<file path="config.mk">
export PLATFORM = sky130hd
export DESIGN_NAME = bus_driver_arbiter_flat
export DESIGN_NICKNAME = d
export VERILOG_FILES = /design/src/rtl/bus_driver_arbiter_if.sv /design/src/rtl/bus_driver_arbiter.sv /design/src/flat_wrapper.sv
export SDC_FILE = /design/constraint.sdc
export NUM_CORES = 1
export LEC_CHECK = 0
export CAP_MARGIN = 20
export CORE_AREA = 2 2 67 69
export DETAILED_ROUTE_END_ITERATION = 12
export DIE_AREA = 0 0 69 71
export HOLD_SLACK_MARGIN = 0.12
export SKIP_LAST_GASP = 1
export SYNTH_ARGS = -nofsm -noshare
export SYNTH_HDL_FRONTEND = slang
export SYNTH_SLANG_ARGS = --single-unit
</file>
<file path="constraint.sdc">
create_clock -name clk -period 4.65 [get_ports clk]
set_input_delay 0.93 -clock clk [delete_from_list [all_inputs] [get_ports clk]]
set_output_delay 0.93 -clock clk [all_outputs]
set_load 0.02 [all_outputs]
</file>
<file path="src/rtl/bus_driver_arbiter_if.sv">
// bus_driver_arbiter_if
// Request, data and valid/ready bundle shared by the requesters, the
// bus_driver_arbiter and the downstream consumer of the resolved bus.
//   master : the arbiter side (drives the bus and status outputs)
//   slave  : the environment side (requesters plus the consumer)

interface bus_driver_arbiter_if #(
    parameter int N = 4,
    parameter int W = 8
);
    logic [N-1:0]   req;
    logic [N*W-1:0] data_in;
    logic           ready;
    logic [W-1:0]   bus_out;
    logic           bus_valid;
    logic [N-1:0]   grant;
    logic           conflict;
    logic [7:0]     conflict_cnt;

    modport master (
        input  req,
        input  data_in,
        input  ready,
        output bus_out,
        output bus_valid,
        output grant,
        output conflict,
        output conflict_cnt
    );

    modport slave (
        output req,
        output data_in,
        output ready,
        input  bus_out,
        input  bus_valid,
        input  grant,
        input  conflict,
        input  conflict_cnt
    );
endinterface

</file>
<file path="src/rtl/bus_driver_arbiter.sv">
// bus_driver_arbiter
// Single-driver resolution stage for a shared bus. Up to N requesters are
// arbitrated round-robin; the winner's word is captured into a register that
// is the only driver of the bus, and is offered downstream with valid/ready.
// Each accepted transfer is followed by one IDLE cycle before the next grant.
//
// Optional build macro BUS_ARB_CONFLICT_COUNT_EN: when defined, conflict_cnt
// is a saturating 8-bit count of conflict pulses; otherwise it is tied to 0.

module bus_driver_arbiter #(
    parameter int N = 4,
    parameter int W = 8
) (
    input  logic                  clk,
    input  logic                  rst,
    bus_driver_arbiter_if.master  bus
);

    localparam int PW = (N > 1) ? $clog2(N) : 1;

    typedef enum logic {
        IDLE = 1'b0,
        BUSY = 1'b1
    } state_t;

    state_t          state;
    state_t          state_nxt;

    // Round-robin search start, and index of the requester currently owning the bus.
    logic [PW-1:0]   ptr;
    logic [PW-1:0]   ptr_nxt;
    logic [PW-1:0]   owner;
    logic [PW-1:0]   owner_nxt;

    // Winner of the current search.
    logic            found;
    logic [PW-1:0]   win;

    // Next values of the registered outputs.
    logic [W-1:0]    bus_out_nxt;
    logic            bus_valid_nxt;
    logic [N-1:0]    grant_nxt;
    logic            conflict_nxt;

    // Round-robin search: first set req bit starting at ptr, wrapping past N-1 to 0.
    always_comb begin
        int            idx;
        logic [PW-1:0] pos;
        // NOTE: every variable gets a default before any branch so no latch is inferred.
        found = 1'b0;
        win   = '0;
        idx   = 0;
        pos   = '0;
        for (int k = 0; k < N; k++) begin
            idx = (int'(ptr) + k) % N;
            pos = PW'(idx);
            if (!found && bus.req[pos]) begin
                found = 1'b1;
                win   = pos;
            end
        end
    end

    // State register.
    always_ff @(posedge clk or posedge rst) begin
        // NOTE: sequential state uses non-blocking assignment so all flops update together.
        if (rst) begin
            state <= IDLE;
        end else begin
            state <= state_nxt;
        end
    end

    // Next-state: leave IDLE on any request, leave BUSY when the consumer accepts.
    always_comb begin
        state_nxt = state;
        case (state)
            IDLE:    if (found)     state_nxt = BUSY;
            BUSY:    if (bus.ready) state_nxt = IDLE;
            default:                state_nxt = IDLE;
        endcase
    end

    // Output decode: what the bus, grant, pointer and conflict flag become on the next edge.
    always_comb begin
        bus_out_nxt   = bus.bus_out;
        bus_valid_nxt = bus.bus_valid;
        grant_nxt     = bus.grant;
        ptr_nxt       = ptr;
        owner_nxt     = owner;
        case (state)
            IDLE: begin
                if (found) begin
                    // Capture the winner's word now; later req/data changes cannot disturb it.
                    for (int i = 0; i < N; i++) begin
                        if (win == PW'(i)) begin
                            bus_out_nxt = bus.data_in[i*W +: W];
                        end
                    end
                    grant_nxt     = N'(1) << win;
                    bus_valid_nxt = 1'b1;
                    owner_nxt     = win;
                end
            end
            BUSY: begin
                // Held with no timeout until the consumer takes the word.
                if (bus.ready) begin
                    bus_valid_nxt = 1'b0;
                    grant_nxt     = '0;
                    ptr_nxt       = (owner == PW'(N - 1)) ? '0 : owner + 1'b1;
                end
            end
            default: begin
                bus_valid_nxt = 1'b0;
                grant_nxt     = '0;
            end
        endcase
        // More than one contender while arbitrating.
        conflict_nxt = (state == IDLE) && ($countones(bus.req) >= 2);
    end

    // Output and pointer registers: the single driver of the bus and its status.
    always_ff @(posedge clk or posedge rst) begin
        if (rst) begin
            bus.bus_out   <= '0;
            bus.bus_valid <= 1'b0;
            bus.grant     <= '0;
            bus.conflict  <= 1'b0;
            ptr           <= '0;
            owner         <= '0;
        end else begin
            bus.bus_out   <= bus_out_nxt;
            bus.bus_valid <= bus_valid_nxt;
            bus.grant     <= grant_nxt;
            bus.conflict  <= conflict_nxt;
            ptr           <= ptr_nxt;
            owner         <= owner_nxt;
        end
    end

`ifdef BUS_ARB_CONFLICT_COUNT_EN
    // Saturating conflict counter; counts on the same edge that raises the conflict pulse.
    always_ff @(posedge clk or posedge rst) begin
        if (rst) begin
            bus.conflict_cnt <= 8'd0;
        end else if (conflict_nxt && (bus.conflict_cnt != 8'hFF)) begin
            bus.conflict_cnt <= bus.conflict_cnt + 8'd1;
        end
    end
`else
    assign bus.conflict_cnt = 8'd0;
`endif

endmodule

</file>
<file path="src/flat_wrapper.sv">
// flat-port wrapper written by rule: the top's interface ports become plain ports
module bus_driver_arbiter_flat 
#(
    parameter int N = 4,
    parameter int W = 8
)
  (clk, rst, bus_req, bus_data_in, bus_ready, bus_bus_out, bus_bus_valid, bus_grant, bus_conflict, bus_conflict_cnt);
  bus_driver_arbiter_if #(.N(N), .W(W)) bus_i ();
  input  logic clk;
  input  logic rst;
  input wire logic [$bits(bus_i.req)-1:0] bus_req;
  input wire logic [$bits(bus_i.data_in)-1:0] bus_data_in;
  input wire logic [$bits(bus_i.ready)-1:0] bus_ready;
  output wire logic [$bits(bus_i.bus_out)-1:0] bus_bus_out;
  output wire logic [$bits(bus_i.bus_valid)-1:0] bus_bus_valid;
  output wire logic [$bits(bus_i.grant)-1:0] bus_grant;
  output wire logic [$bits(bus_i.conflict)-1:0] bus_conflict;
  output wire logic [$bits(bus_i.conflict_cnt)-1:0] bus_conflict_cnt;
  assign bus_i.req = bus_req;
  assign bus_i.data_in = bus_data_in;
  assign bus_i.ready = bus_ready;
  assign bus_bus_out = bus_i.bus_out;
  assign bus_bus_valid = bus_i.bus_valid;
  assign bus_grant = bus_i.grant;
  assign bus_conflict = bus_i.conflict;
  assign bus_conflict_cnt = bus_i.conflict_cnt;
  bus_driver_arbiter #(.N(N), .W(W)) u_core (.clk(clk), .rst(rst), .bus(bus_i));
endmodule
</file>
==> load_flow_metrics.sql, run 1 <==
INSERT INTO impl_metrics (metric_group, metric, value, unit) VALUES
('setup_path', 'required', '4.81', 'ns'),
('clock_tree', 'clock_slew_at_reported_path_ffs', '0.07', 'ns'),
('grt', 'grt_first_pass_wirelength', '5.36', 'mm'),
('setup_path', 'critical_setup_path_class', 'in2reg', ''),
('setup_path', 'critical_path.cell_chain', 'clkdlybuf4s50_1, nor2_1, and4bb_1, nor2_2, a221oi_1, a211oi_1', ''),
('final_layout', 'final_util', '41.8', '%'),
('yosys', 'post_synth_inst_count', '124', ''),
('sta', 'finClkSkew', '0.00766', 'ns'),
('detailed_routing', 'drtPass1Iterations', '4', ''),
('yosys', 'yosysTopAreaCell', 'sky130_fd_sc_hd__dfrtp_1', ''),
('place', 'gp_routability_congestion', '0.790', ''),
('setup_path', 'cpMaxStageDelayCell', 'sky130_fd_sc_hd__nor2_2', ''),
('status', 'run_status', 'finished clean', ''),
('final_layout', 'post_route_cells_drive_above_1_share', '4.55', '%'),
('setup_path', 'critical-path-top-delay-family', 'simple AND/OR/NAND/NOR gates', ''),
('final_layout', 'flow.area_growth_from_synthesis', '47.5', '%'),
('sta', 'maxSlewHeadroom', '44.0', '%'),
('yosys', 'mappedNetlistArea', '1190', 'sq um'),
('detailed_routing', 'ant_nets', '0', ''),
('yosys', 'synth.avg_cell_area', '9.62', 'sq um'),
('setup_path', 'path_buf_inv', '1', ''),
('clock_tree', 'tritoncts_num_sinks', '19', ''),
('clock_tree', 'clk-insertion-delay-late', '0.26', 'ns'),
('detailed_routing', 'number_of_remaining_drc_errors', '0', ''),
('clock_tree', 'clk_root_buffer_cell', 'sky130_fd_sc_hd__clkbuf_8', ''),
('clock_tree', 'cts-root-to-sink-buffers', '2', ''),
('sta', 'fmax', '305', 'MHz'),
('final_layout', 'area.sequential', '475', 'sq um'),
('place', 'io_buffer_count', '52', ''),
('grt', 'total_overflow_reported_by_the_global_router', '0', ''),
('pwr', 'p_per_area', '435', 'nW/um^2'),
('yosys', 'netlist.area_leader.share', '39.9', '%'),
('floorplan', 'floorplan.initialDensity', '28.4', '%'),
('final_layout', 'num-fill-cells', '428', ''),
('clock_tree', 'post_cts.resized_instances', '0', ''),
('sta', 'drv_slew', '0', ''),
('min_path', 'hold_class', 'reg2reg', ''),
('detailed_routing', 'detail_route.wirelength', '3.06', 'mm'),
('floorplan', 'die-area', '4900', 'sq um'),
('floorplan', 'core_region_area', '4200', 'sq um'),
('yosys', 'seq_area_frac_synth', '39.9', '%'),
('grt', 'number_of_antenna_violations_at_the_first_check_in_global_routing', '0', ''),
('floorplan', 'fp.dieW', '69', 'um'),
('clock_tree', 'tritoncts.num_buffers', '3', ''),
('floorplan', 'floorplan.die.height', '71', 'um'),
('setup_path', 'setup.worst_path.end_class', 'flop', ''),
('yosys', 'synth_cell_type_count', '32', ''),
('yosys', 'ys_warn_count', '0', ''),
('detailed_routing', 'dr.first_iter.drc_count', '42', ''),
('floorplan', 'rows', '24', ''),
('clock_tree', 'cts_tree', 'built', ''),
('grt', 'grt_max_degree', '20', ''),
('job', 'max_cap_viol_count', '0', ''),
('detailed_routing', 'vias_post_dr', '1115', ''),
('yosys', 'synth-seq-cells', '19', ''),
('final_layout', 'multiInputGateArea', '634', 'sq um'),
('final_layout', 'antenna-diode-count', '0', ''),
('clock_tree', 'cts.htree.levels', '1', ''),
('setup_path', 'timing.critical_path.slowest_cell_delay', '0.67', 'ns'),
('clock_tree', 'cts_setup_buffers', '0', ''),
('pwr', 'vdd_ir_drop_max', '0.121', 'mV'),
('final_layout', 'numnets_final', '220', ''),
('sta', 'fin_crit', '3.28', 'ns'),
('sta', 'setup_violations', '0', ''),
('setup_path', 'cp.arrival', '3.45', 'ns'),
('grt', 'first_global_vias', '1174', ''),
('pwr', 'leakage_power', '0.755', 'nW'),
('sta', 'worst_slew_pin_slew', '0.840', 'ns'),
('sta', 'fin_tns_setup', '0', 'ns'),
('grt', 'groute.usage.overall', '13.6', '%'),
('sta', 'grt_setup_unrepaired', 'no', ''),
('floorplan', 'floorplan.io_pins', '61', ''),
('yosys', 'yosys-top-cells-area', 'sky130_fd_sc_hd__dfrtp_1, sky130_fd_sc_hd__mux2i_1, sky130_fd_sc_hd__a221oi_1, sky130_fd_sc_hd__a211oi_1, sky130_fd_sc_hd__buf_4', ''),
('sta', 'finalHoldViolations', '0', ''),
('detailed_routing', 'detail_route.wl_per_cell', '13.4', 'um'),
('detailed_routing', 'via_density_per_instance', '4.89', ''),
('place', 'post-dp-hpwl', '2.51', 'mm'),
('clock_tree', 'ctsHoldBuffers', '0', ''),
('setup_path', 'timing.critical_path.from_type', 'input pin', ''),
('setup_path', 'worst-path-max-fanout', '17', ''),
('sta', 'period_share', '70.6', '%');
[final cells by class]
class | count | share of cell area [%]
repair buffers | 52 | 29.6
clock buffers | 3 | 2.35
multi-input cells | 97 | 36.1
well taps | 52 | 3.70
clock inverters | 1 | 0.427
flip-flops and latches | 19 | 27.0
inverters | 4 | 0.853
[worst paths after layout]
| check | from | end | slack, ns | depth (start not counted) |
|---|---|---|---|---|
| max | bus_req[3] | u_core.bus.bus_out[3] | 1.37 | 6 |
| min | u_core.owner[1] | u_core.owner[1] | 0.49 | 2 |
| max reg2reg | u_core.ptr[0] | u_core.bus.bus_out[3] | 2.54 | 5 |
| min reg2reg | u_core.owner[1] | u_core.owner[1] | 0.49 | 2 |
| max in group asynchronous | rst | u_core.state | 3.13 | 2 |
| min in group asynchronous | rst | u_core.bus.bus_out[0] | 1.08 | 2 |
[worst reg2reg max path, cell delays in order (launching register included)]
cell,delay [ns]
sky130_fd_sc_hd__dfrtp_1,0.43
sky130_fd_sc_hd__nand2b_1,0.19
sky130_fd_sc_hd__and4bb_1,0.23
sky130_fd_sc_hd__nor2_2,0.67
sky130_fd_sc_hd__a221oi_1,0.21
sky130_fd_sc_hd__a211oi_1,0.28
[metal layers]
| metal | GRT usage, % | share of wire [%] |
|---|---|---|
| met1 | 14.3 | 38 |
| met2 | 25.6 | 56 |
| met5 | 0 | 0 |
| met4 | 4.58 | 0.46 |
| met3 | 4.13 | 5.9 |
[logic make-up after synthesis]
family	after synthesis	synth area share (%)
other	1	0.314
buffers and inverters	15	9.13
AOI/OAI and AO/OA	28	17.2
muxes	10	8.50
adders and majority gates	4	4.83
DFF	19	39.9
and+or+nand+nor	47	20.1
[cells in the mapped netlist]
| master | n |
|---|---|
| sky130_fd_sc_hd__nor2_1 | 14 |
| sky130_fd_sc_hd__and4bb_1 | 1 |
| sky130_fd_sc_hd__a221oi_1 | 8 |
| sky130_fd_sc_hd__buf_6 | 3 |
| sky130_fd_sc_hd__mux2_2 | 1 |
| sky130_fd_sc_hd__inv_1 | 4 |
| sky130_fd_sc_hd__buf_4 | 8 |
| sky130_fd_sc_hd__or3_1 | 1 |
| sky130_fd_sc_hd__nand3_1 | 4 |
| sky130_fd_sc_hd__nand2_1 | 10 |
| sky130_fd_sc_hd__nor4_1 | 1 |
| sky130_fd_sc_hd__or2_1 | 1 |
| sky130_fd_sc_hd__or4_4 | 1 |
| sky130_fd_sc_hd__conb_1 | 1 |
| sky130_fd_sc_hd__o21ai_0 | 5 |
| sky130_fd_sc_hd__o31ai_1 | 1 |
| sky130_fd_sc_hd__and2_1 | 1 |
| sky130_fd_sc_hd__o221a_2 | 1 |
| sky130_fd_sc_hd__nor2b_1 | 8 |
| sky130_fd_sc_hd__a211oi_1 | 8 |
| sky130_fd_sc_hd__a21oi_1 | 2 |
| sky130_fd_sc_hd__fa_1 | 1 |
| sky130_fd_sc_hd__nor3b_1 | 1 |
| sky130_fd_sc_hd__o21a_1 | 1 |
| sky130_fd_sc_hd__nor3_1 | 1 |
| sky130_fd_sc_hd__nor2_2 | 1 |
| sky130_fd_sc_hd__mux2i_1 | 9 |
| sky130_fd_sc_hd__dfrtp_1 | 19 |
| sky130_fd_sc_hd__o221ai_1 | 1 |
| sky130_fd_sc_hd__o21ai_1 | 1 |
| sky130_fd_sc_hd__ha_1 | 3 |
| sky130_fd_sc_hd__nand2b_1 | 2 |
[power by group]
group          total, W  internal [W]  switching [W]
sequential     0.000267      0.000225      0.0000422
combinational  0.000383      0.000183       0.000199
clock          0.000116     0.0000604      0.0000553
total          0.000765      0.000469       0.000297
[registers in the layout, indices dropped and copies added (netlist names)]
signal and cells:
u_core.bus.conflict 1, u_core.owner 2, u_core.bus.bus_out 8, u_core.ptr 2, u_core.bus.grant 4, u_core.state 1, u_core.bus.bus_valid 1
[stage by stage]
step	std cells	hold slack, ns	power [W]	worst slack, ns	instance area (sq um)
CTS	228	0.491	0.000777	1.32	1760
global route	228	0.529	0.000822	1.09	1760
floorplan	131	0.448	0.000499	2.26	1220
detailed placement	224	0.473	0.000660	1.04	1710
global placement	224	0.466	0.000646	1.19	1710
finish	228	0.485	0.000765	1.37	1760
[cells in the final DEF (no fill, tap or decap), drive strengths merged, types with 2 or more instances in the layout]
cell type and count:
mux2i 9, a21oi 2, ha 3, a221oi 8, inv 4, nand2b 2, conb 8, clkdlybuf4s50 52
nand2 10, nor2b 8, nand3 4, dfrtp 19, a211oi 8, nor2 15, clkbuf 3, o21ai 6
Power figures use the tool's default switching activity.
==> run 2: changes to the inputs <==
clock period = 2.91 ns   (was 4.65 ns; I/O delays follow)
==> load_flow_metrics.sql, run 2 (synthesized netlist as in run 1, its figures left out) <==
INSERT INTO impl_metrics (metric_group, metric, value, unit) VALUES
('place', 'dp_worst_setup_slack', '0.217', 'ns'),
('sta', 'period_share', '83.0', '%'),
('sta', 'maxSlewHeadroom', '52.7', '%'),
('floorplan', 'floorplan.io_pins', '61', ''),
('status', 'run_status', 'finished clean', ''),
('min_path', 'hold_class', 'reg2reg', ''),
('setup_path', 'r2r_start', 'u_core.ptr[1]', ''),
('setup_path', 'cp.arrival', '2.51', 'ns'),
('final_layout', 'leading_cell_type_in_the_layout_fill_and_taps_excluded', 'sky130_fd_sc_hd__clkdlybuf4s50_1', ''),
('setup_path', 'critical-path-top-delay-family', 'simple AND/OR/NAND/NOR gates', ''),
('min_path', 'worst_hold_path.num_cells', '2', ''),
('pwr', 'vdd_ir_drop_max', '0.238', 'mV'),
('setup_path', 'setup.worst_path.end_class', 'flop', ''),
('setup_path', 'worst-path-max-fanout', '9', ''),
('pwr', 'p_comb_share', '50.9', '%'),
('sta', 'finalHoldViolations', '0', ''),
('final_layout', 'flow.area_growth_from_synthesis', '50.4', '%'),
('final_layout', 'antenna-diode-count', '0', ''),
('detailed_routing', 'detail_route.wl_per_cell', '13.7', 'um'),
('job', 'max_cap_viol_count', '0', ''),
('floorplan', 'fp.dieW', '69', 'um'),
('setup_path', 'cpMaxStageDelayCell', 'sky130_fd_sc_hd__or4_4', ''),
('min_path', 'hold_path_end', 'u_core.bus.bus_valid', ''),
('pwr', 'internal_power', '0.000767', 'W'),
('final_layout', 'number_of_flip_flops_in_the_largest_register', '8', ''),
('clock_tree', 'cts-root-to-sink-buffers', '2', ''),
('pwr', 'power_frac_seq', '34.7', '%'),
('floorplan', 'rows', '24', ''),
('clock_tree', 'clk-insertion-delay-late', '0.25', 'ns'),
('final_layout', 'registers.top_by_ff_count', 'u_core.bus.bus_out', ''),
('final_layout', 'post_route_cells_drive_above_1_share', '6.63', '%'),
('sta', 'worst_slew_pin_slew', '0.709', 'ns'),
('pwr', 'leakage_power', '0.779', 'nW'),
('sta', 'grt_setup_unrepaired', 'no', ''),
('clock_tree', 'cts.htree.levels', '1', ''),
('detailed_routing', 'ant_nets', '0', ''),
('place', 'post-dp-hpwl', '2.55', 'mm'),
('clock_tree', 'post_cts.resized_instances', '0', ''),
('final_layout', 'numnets_final', '225', ''),
('sta', 'finClkSkew', '0.00150', 'ns'),
('sta', 'timing.hold.ws', '0.482', 'ns'),
('min_path', 'hold_path_startpoint', 'u_core.bus.bus_valid', ''),
('setup_path', 'critical_setup_path_class', 'in2reg', ''),
('setup_path', 'crit-reg2reg-capture', 'u_core.bus.bus_out[3]', ''),
('detailed_routing', 'vias_post_dr', '1121', ''),
('floorplan', 'floorplan.initialDensity', '28.4', '%'),
('clock_tree', 'clock_slew_at_reported_path_ffs', '0.07', 'ns'),
('setup_path', 'timing.critical_path.from_type', 'input pin', ''),
('grt', 'groute.usage.overall', '13.8', '%'),
('sta', 'fin_tns_setup', '0', 'ns'),
('detailed_routing', 'detail_route.wirelength', '3.20', 'mm'),
('place', 'io_buffer_count', '52', ''),
('floorplan', 'floorplan.die.height', '71', 'um'),
('pwr', 'share_clk_of_total_power', '14.5', '%'),
('clock_tree', 'tritoncts.num_buffers', '3', ''),
('grt', 'first_global_vias', '1174', ''),
('detailed_routing', 'via_density_per_instance', '4.81', ''),
('final_layout', 'post_layout_cell_count', '233', ''),
('setup_path', 'path_buf_inv', '1', ''),
('setup_path', 'r2r.worst_path.cells', '5', ''),
('final_layout', 'largestRegisters', 'u_core.bus.bus_out: 8 flops, u_core.bus.grant: 4 flops', ''),
('setup_path', 'required', '3.01', 'ns'),
('clock_tree', 'tritoncts_num_sinks', '19', ''),
('floorplan', 'die-area', '4900', 'sq um'),
('final_layout', 'final_cell_mix', 'sky130_fd_sc_hd__clkdlybuf4s50_1, sky130_fd_sc_hd__dfrtp_1, sky130_fd_sc_hd__nor2_1, sky130_fd_sc_hd__nand2_1, sky130_fd_sc_hd__mux2i_1', ''),
('sta', 'fin_crit', '2.42', 'ns'),
('pwr', 'power_switching', '0.000478', 'W'),
('sta', 'finalWorstSetupSlack', '0.494', 'ns'),
('pwr', 'p_per_area', '695', 'nW/um^2'),
('clock_tree', 'ctsHoldBuffers', '0', ''),
('setup_path', 'timing.critical_path.slowest_cell_delay', '0.61', 'ns'),
('sta', 'setup_violations', '0', ''),
('grt', 'grt_first_pass_wirelength', '5.40', 'mm'),
('detailed_routing', 'dr.first_iter.drc_count', '15', ''),
('clock_tree', 'clk_root_buffer_cell', 'sky130_fd_sc_hd__clkbuf_8', ''),
('detailed_routing', 'drtPass1Iterations', '4', ''),
('place', 'dp.cells', '229', ''),
('detailed_routing', 'number_of_remaining_drc_errors', '0', ''),
('setup_path', 'regToRegSetupSlack', '1.05', 'ns'),
('grt', 'grt_max_degree', '20', ''),
('grt', 'total_overflow_reported_by_the_global_router', '0', ''),
('final_layout', 'final_util', '42.6', '%'),
('pwr', 'sw_frac_of_total', '38.4', '%'),
('clock_tree', 'cts_setup_buffers', '0', ''),
('clock_tree', 'cts_tree', 'built', ''),
('sta', 'drv_slew', '0', ''),
('setup_path', 'critical_path.cell_chain', 'clkdlybuf4s50_1, nor4_1, or2_1, or4_4, a221oi_1, a211oi_1', ''),
('sta', 'fmax', '414', 'MHz'),
('floorplan', 'core_region_area', '4200', 'sq um'),
('place', 'gp_routability_congestion', '0.764', ''),
('grt', 'number_of_antenna_violations_at_the_first_check_in_global_routing', '0', '');
==> run 2: worst max path at each step <==
stage,slack [ns],start,depth (start not counted),to
finish,0.49,bus_req[1],6,u_core.bus.bus_out[3]
global placement,0.32,bus_req[1],6,u_core.bus.bus_out[6]
CTS,0.49,bus_req[1],6,u_core.bus.bus_out[3]
detailed placement,0.22,bus_req[1],6,u_core.bus.bus_out[3]
floorplan,0.87,bus_req[1],7,u_core.bus.bus_out[0]
global route,0.35,bus_req[1],6,u_core.bus.bus_out[3]
==> run 2: layout make-up <==
class                   count  area [sq um]
well taps                  52          65.1
clock buffers               4          45.0
repair buffers             57           558
inverters                   4          15.0
flip-flops and latches     19           475
fillers                   408          2410
multi-input cells          97           634
==> run 2: power groups by stage <==
stage          combinational (W)  sequential [W]  clock (W)
6_report                0.000633        0.000432   0.000180
5_1_grt                 0.000692        0.000448   0.000204
4_1_cts                 0.000643        0.000433   0.000188
3_5_place_dp            0.000640        0.000437          0
3_3_place_gp            0.000628        0.000433          0
2_1_floorplan           0.000288        0.000509          0
==> run 2: metrics by stage <==
step / area, sq um / power, W
after global routing: 1790 / 0.00134
after CTS: 1790 / 0.00126
after detailed placement: 1750 / 0.00108
final: 1790 / 0.00125
after global placement: 1750 / 0.00106
after floorplan: 1220 / 0.000798
==> run 2: routing by layer <==
layer  routed length [um]  global-route usage (%)  up-vias  part of all wire [%]
li1                     -                       -      547                     -
met2                 1840                    27.7       32                    58
met3                  171                    3.56        4                   5.4
met4                   28                    4.14        0                  0.88
met1                 1150                    13.9      538                    36
met5                    0                       0        -                     0
==> run 2: worst register-to-register path, cell delays in order (launching register included) <==
cell,delay [ns]
sky130_fd_sc_hd__dfrtp_1,0.44
sky130_fd_sc_hd__a21oi_1,0.09
sky130_fd_sc_hd__nor3b_1,0.32
sky130_fd_sc_hd__nor3_1,0.15
sky130_fd_sc_hd__nor2_1,0.53
sky130_fd_sc_hd__a211oi_1,0.17
==> run 3: changes to the inputs <==
clock period = 2.5 ns   (was 2.91 ns; I/O delays follow)
==> load_flow_metrics.sql, run 3 (synthesized netlist as in run 1, its figures left out) <==
INSERT INTO impl_metrics (metric_group, metric, value, unit) VALUES
('final_layout', 'num-fill-cells', '399', ''),
('grt', 'grt_max_degree', '20', ''),
('detailed_routing', 'vias_post_dr', '1145', ''),
('final_layout', 'registers.top_by_ff_count', 'u_core.bus.bus_out', ''),
('sta', 'setup_violations', '0', ''),
('clock_tree', 'cts_setup_buffers', '0', ''),
('sta', 'finClkSkew', '0.00386', 'ns'),
('final_layout', 'flow.area_growth_from_synthesis', '52.9', '%'),
('sta', 'period_share', '91.0', '%'),
('detailed_routing', 'detail_route.wl_per_cell', '13.9', 'um'),
('detailed_routing', 'drtPass1Iterations', '4', ''),
('final_layout', 'largestRegisters', 'u_core.bus.bus_out: 8 flops, u_core.bus.grant: 4 flops', ''),
('setup_path', 'required', '2.61', 'ns'),
('place', 'io_buffer_count', '52', ''),
('clock_tree', 'ctsHoldBuffers', '0', ''),
('final_layout', 'post_route_cells_drive_above_1_share', '8.65', '%'),
('floorplan', 'rows', '24', ''),
('clock_tree', 'clock_slew_at_reported_path_ffs', '0.07', 'ns'),
('setup_path', 'worst-path-max-fanout', '9', ''),
('place', 'gp_routability_congestion', '0.758', ''),
('sta', 'fin_tns_setup', '0', 'ns'),
('detailed_routing', 'number_of_remaining_drc_errors', '0', ''),
('final_layout', 'final_cell_mix', 'sky130_fd_sc_hd__clkdlybuf4s50_1, sky130_fd_sc_hd__dfrtp_1, sky130_fd_sc_hd__nor2_1, sky130_fd_sc_hd__nand2_1', ''),
('final_layout', 'leading_cell_type_in_the_layout_fill_and_taps_excluded', 'sky130_fd_sc_hd__clkdlybuf4s50_1', ''),
('status', 'run_status', 'finished clean', ''),
('final_layout', 'numnets_final', '229', ''),
('clock_tree', 'clk_root_buffer_cell', 'sky130_fd_sc_hd__clkbuf_8', ''),
('pwr', 'leakage_power', '0.799', 'nW'),
('detailed_routing', 'detail_route.wirelength', '3.29', 'mm'),
('clock_tree', 'clk-insertion-delay-late', '0.26', 'ns'),
('min_path', 'hold_class', 'reg2reg', ''),
('grt', 'total_overflow_reported_by_the_global_router', '0', ''),
('job', 'max_cap_viol_count', '0', ''),
('pwr', 'p_per_area', '801', 'nW/um^2'),
('sta', 'grt_setup_unrepaired', 'no', ''),
('sta', 'fmax', '440', 'MHz'),
('clock_tree', 'cts_tree', 'built', ''),
('sta', 'drv_slew', '0', ''),
('setup_path', 'critical_setup_path_class', 'in2reg', ''),
('sta', 'worst_slew_pin_slew', '0.745', 'ns'),
('floorplan', 'floorplan.die.height', '71', 'um'),
('clock_tree', 'post_cts.resized_instances', '0', ''),
('floorplan', 'floorplan.initialDensity', '28.4', '%'),
('setup_path', 'cp.arrival', '2.38', 'ns'),
('final_layout', 'multiInputGateArea', '634', 'sq um'),
('pwr', 'vdd_ir_drop_max', '0.258', 'mV'),
('final_layout', 'area.sequential', '475', 'sq um'),
('final_layout', 'antenna-diode-count', '0', ''),
('sta', 'maxSlewHeadroom', '50.1', '%'),
('place', 'post-dp-hpwl', '2.65', 'mm'),
('final_layout', 'post_layout_cell_count', '237', ''),
('sta', 'fin_crit', '2.27', 'ns'),
('grt', 'first_global_vias', '1238', ''),
('detailed_routing', 'ant_nets', '0', ''),
('clock_tree', 'tritoncts_num_sinks', '19', ''),
('grt', 'number_of_antenna_violations_at_the_first_check_in_global_routing', '0', ''),
('detailed_routing', 'dr.first_iter.drc_count', '35', ''),
('floorplan', 'fp.dieW', '69', 'um'),
('detailed_routing', 'via_density_per_instance', '4.83', ''),
('setup_path', 'timing.critical_path.from_type', 'input pin', ''),
('clock_tree', 'cts-root-to-sink-buffers', '2', ''),
('floorplan', 'die-area', '4900', 'sq um'),
('floorplan', 'floorplan.io_pins', '61', ''),
('place', 'dp.cells', '233', ''),
('setup_path', 'setup.worst_path.end_class', 'flop', ''),
('clock_tree', 'tritoncts.num_buffers', '3', ''),
('floorplan', 'core_region_area', '4200', 'sq um'),
('grt', 'grt_first_pass_wirelength', '5.64', 'mm'),
('grt', 'groute.usage.overall', '14.4', '%'),
('sta', 'finalHoldViolations', '0', ''),
('clock_tree', 'cts.htree.levels', '1', ''),
('final_layout', 'number_of_flip_flops_in_the_largest_register', '8', '');
## run 3: changes by cell type in the layout (fill, tap and decap cells not counted), sizes merged
cell,previous run,this run
buf,5,9
## run 3: cell type report
class                           count  area share [%]
Sequential cell                    19            26.1
Inverter                            4           0.824
Clock buffer                        4            2.47
Timing Repair Buffer               61            32.3
Tap cell                           52            3.57
Multi-Input combinational cell     97            34.8
## run 3: power by group
part           total (W)  internal, W  switching [W]
clock           0.000216     0.000113       0.000102
sequential      0.000500     0.000418      0.0000821
combinational   0.000743     0.000365       0.000379
## run 3: path summary, 6_finish.rpt
check,endpoint,from,cells past startpoint,slack [ns]
worst max-delay path,u_core.bus.bus_out[0],bus_req[0],7,0.23
worst min-delay path,u_core.bus.bus_valid,u_core.bus.bus_valid,2,0.48
worst max register to register,u_core.bus.bus_out[0],u_core.ptr[1],5,0.58
worst min register to register,u_core.bus.bus_valid,u_core.bus.bus_valid,2,0.48
max in group asynchronous,u_core.bus.bus_out[6],rst,2,1.39
min in group asynchronous,u_core.bus.grant[1],rst,2,0.66
## run 3: worst max-delay path, stage by stage
cell and delay, ns:
sky130_fd_sc_hd__clkdlybuf4s50_1 0.42, sky130_fd_sc_hd__buf_4 0.16, sky130_fd_sc_hd__a21oi_1 0.16, sky130_fd_sc_hd__nor3b_1 0.09
sky130_fd_sc_hd__or4_4 0.60, sky130_fd_sc_hd__a221oi_1 0.36, sky130_fd_sc_hd__a211oi_1 0.09
## run 3: routing by layer
metal  part of all wire [%]  vias up  GRT usage, %
met3                    4.5        5          2.85
met1                     38      546          15.6
li1                       -      555             -
met4                    1.2        0          5.66
met2                     56       39          27.6
met5                      0        -             0
## run 3: through the flow
step                      hold slack (ns)  util (%)  total power (W)  setup WS (ns)  cell area (sq um)
after floorplan                     0.448         -         0.000928          0.541               1220
after global placement              0.464      42.3          0.00123          0.107               1780
after detailed placement            0.470      42.3          0.00126        0.00656               1780
after CTS                           0.488      43.4          0.00147          0.267               1820
after global routing                0.513      43.4          0.00156         0.0872               1820
final                               0.482      43.4          0.00146          0.225               1820
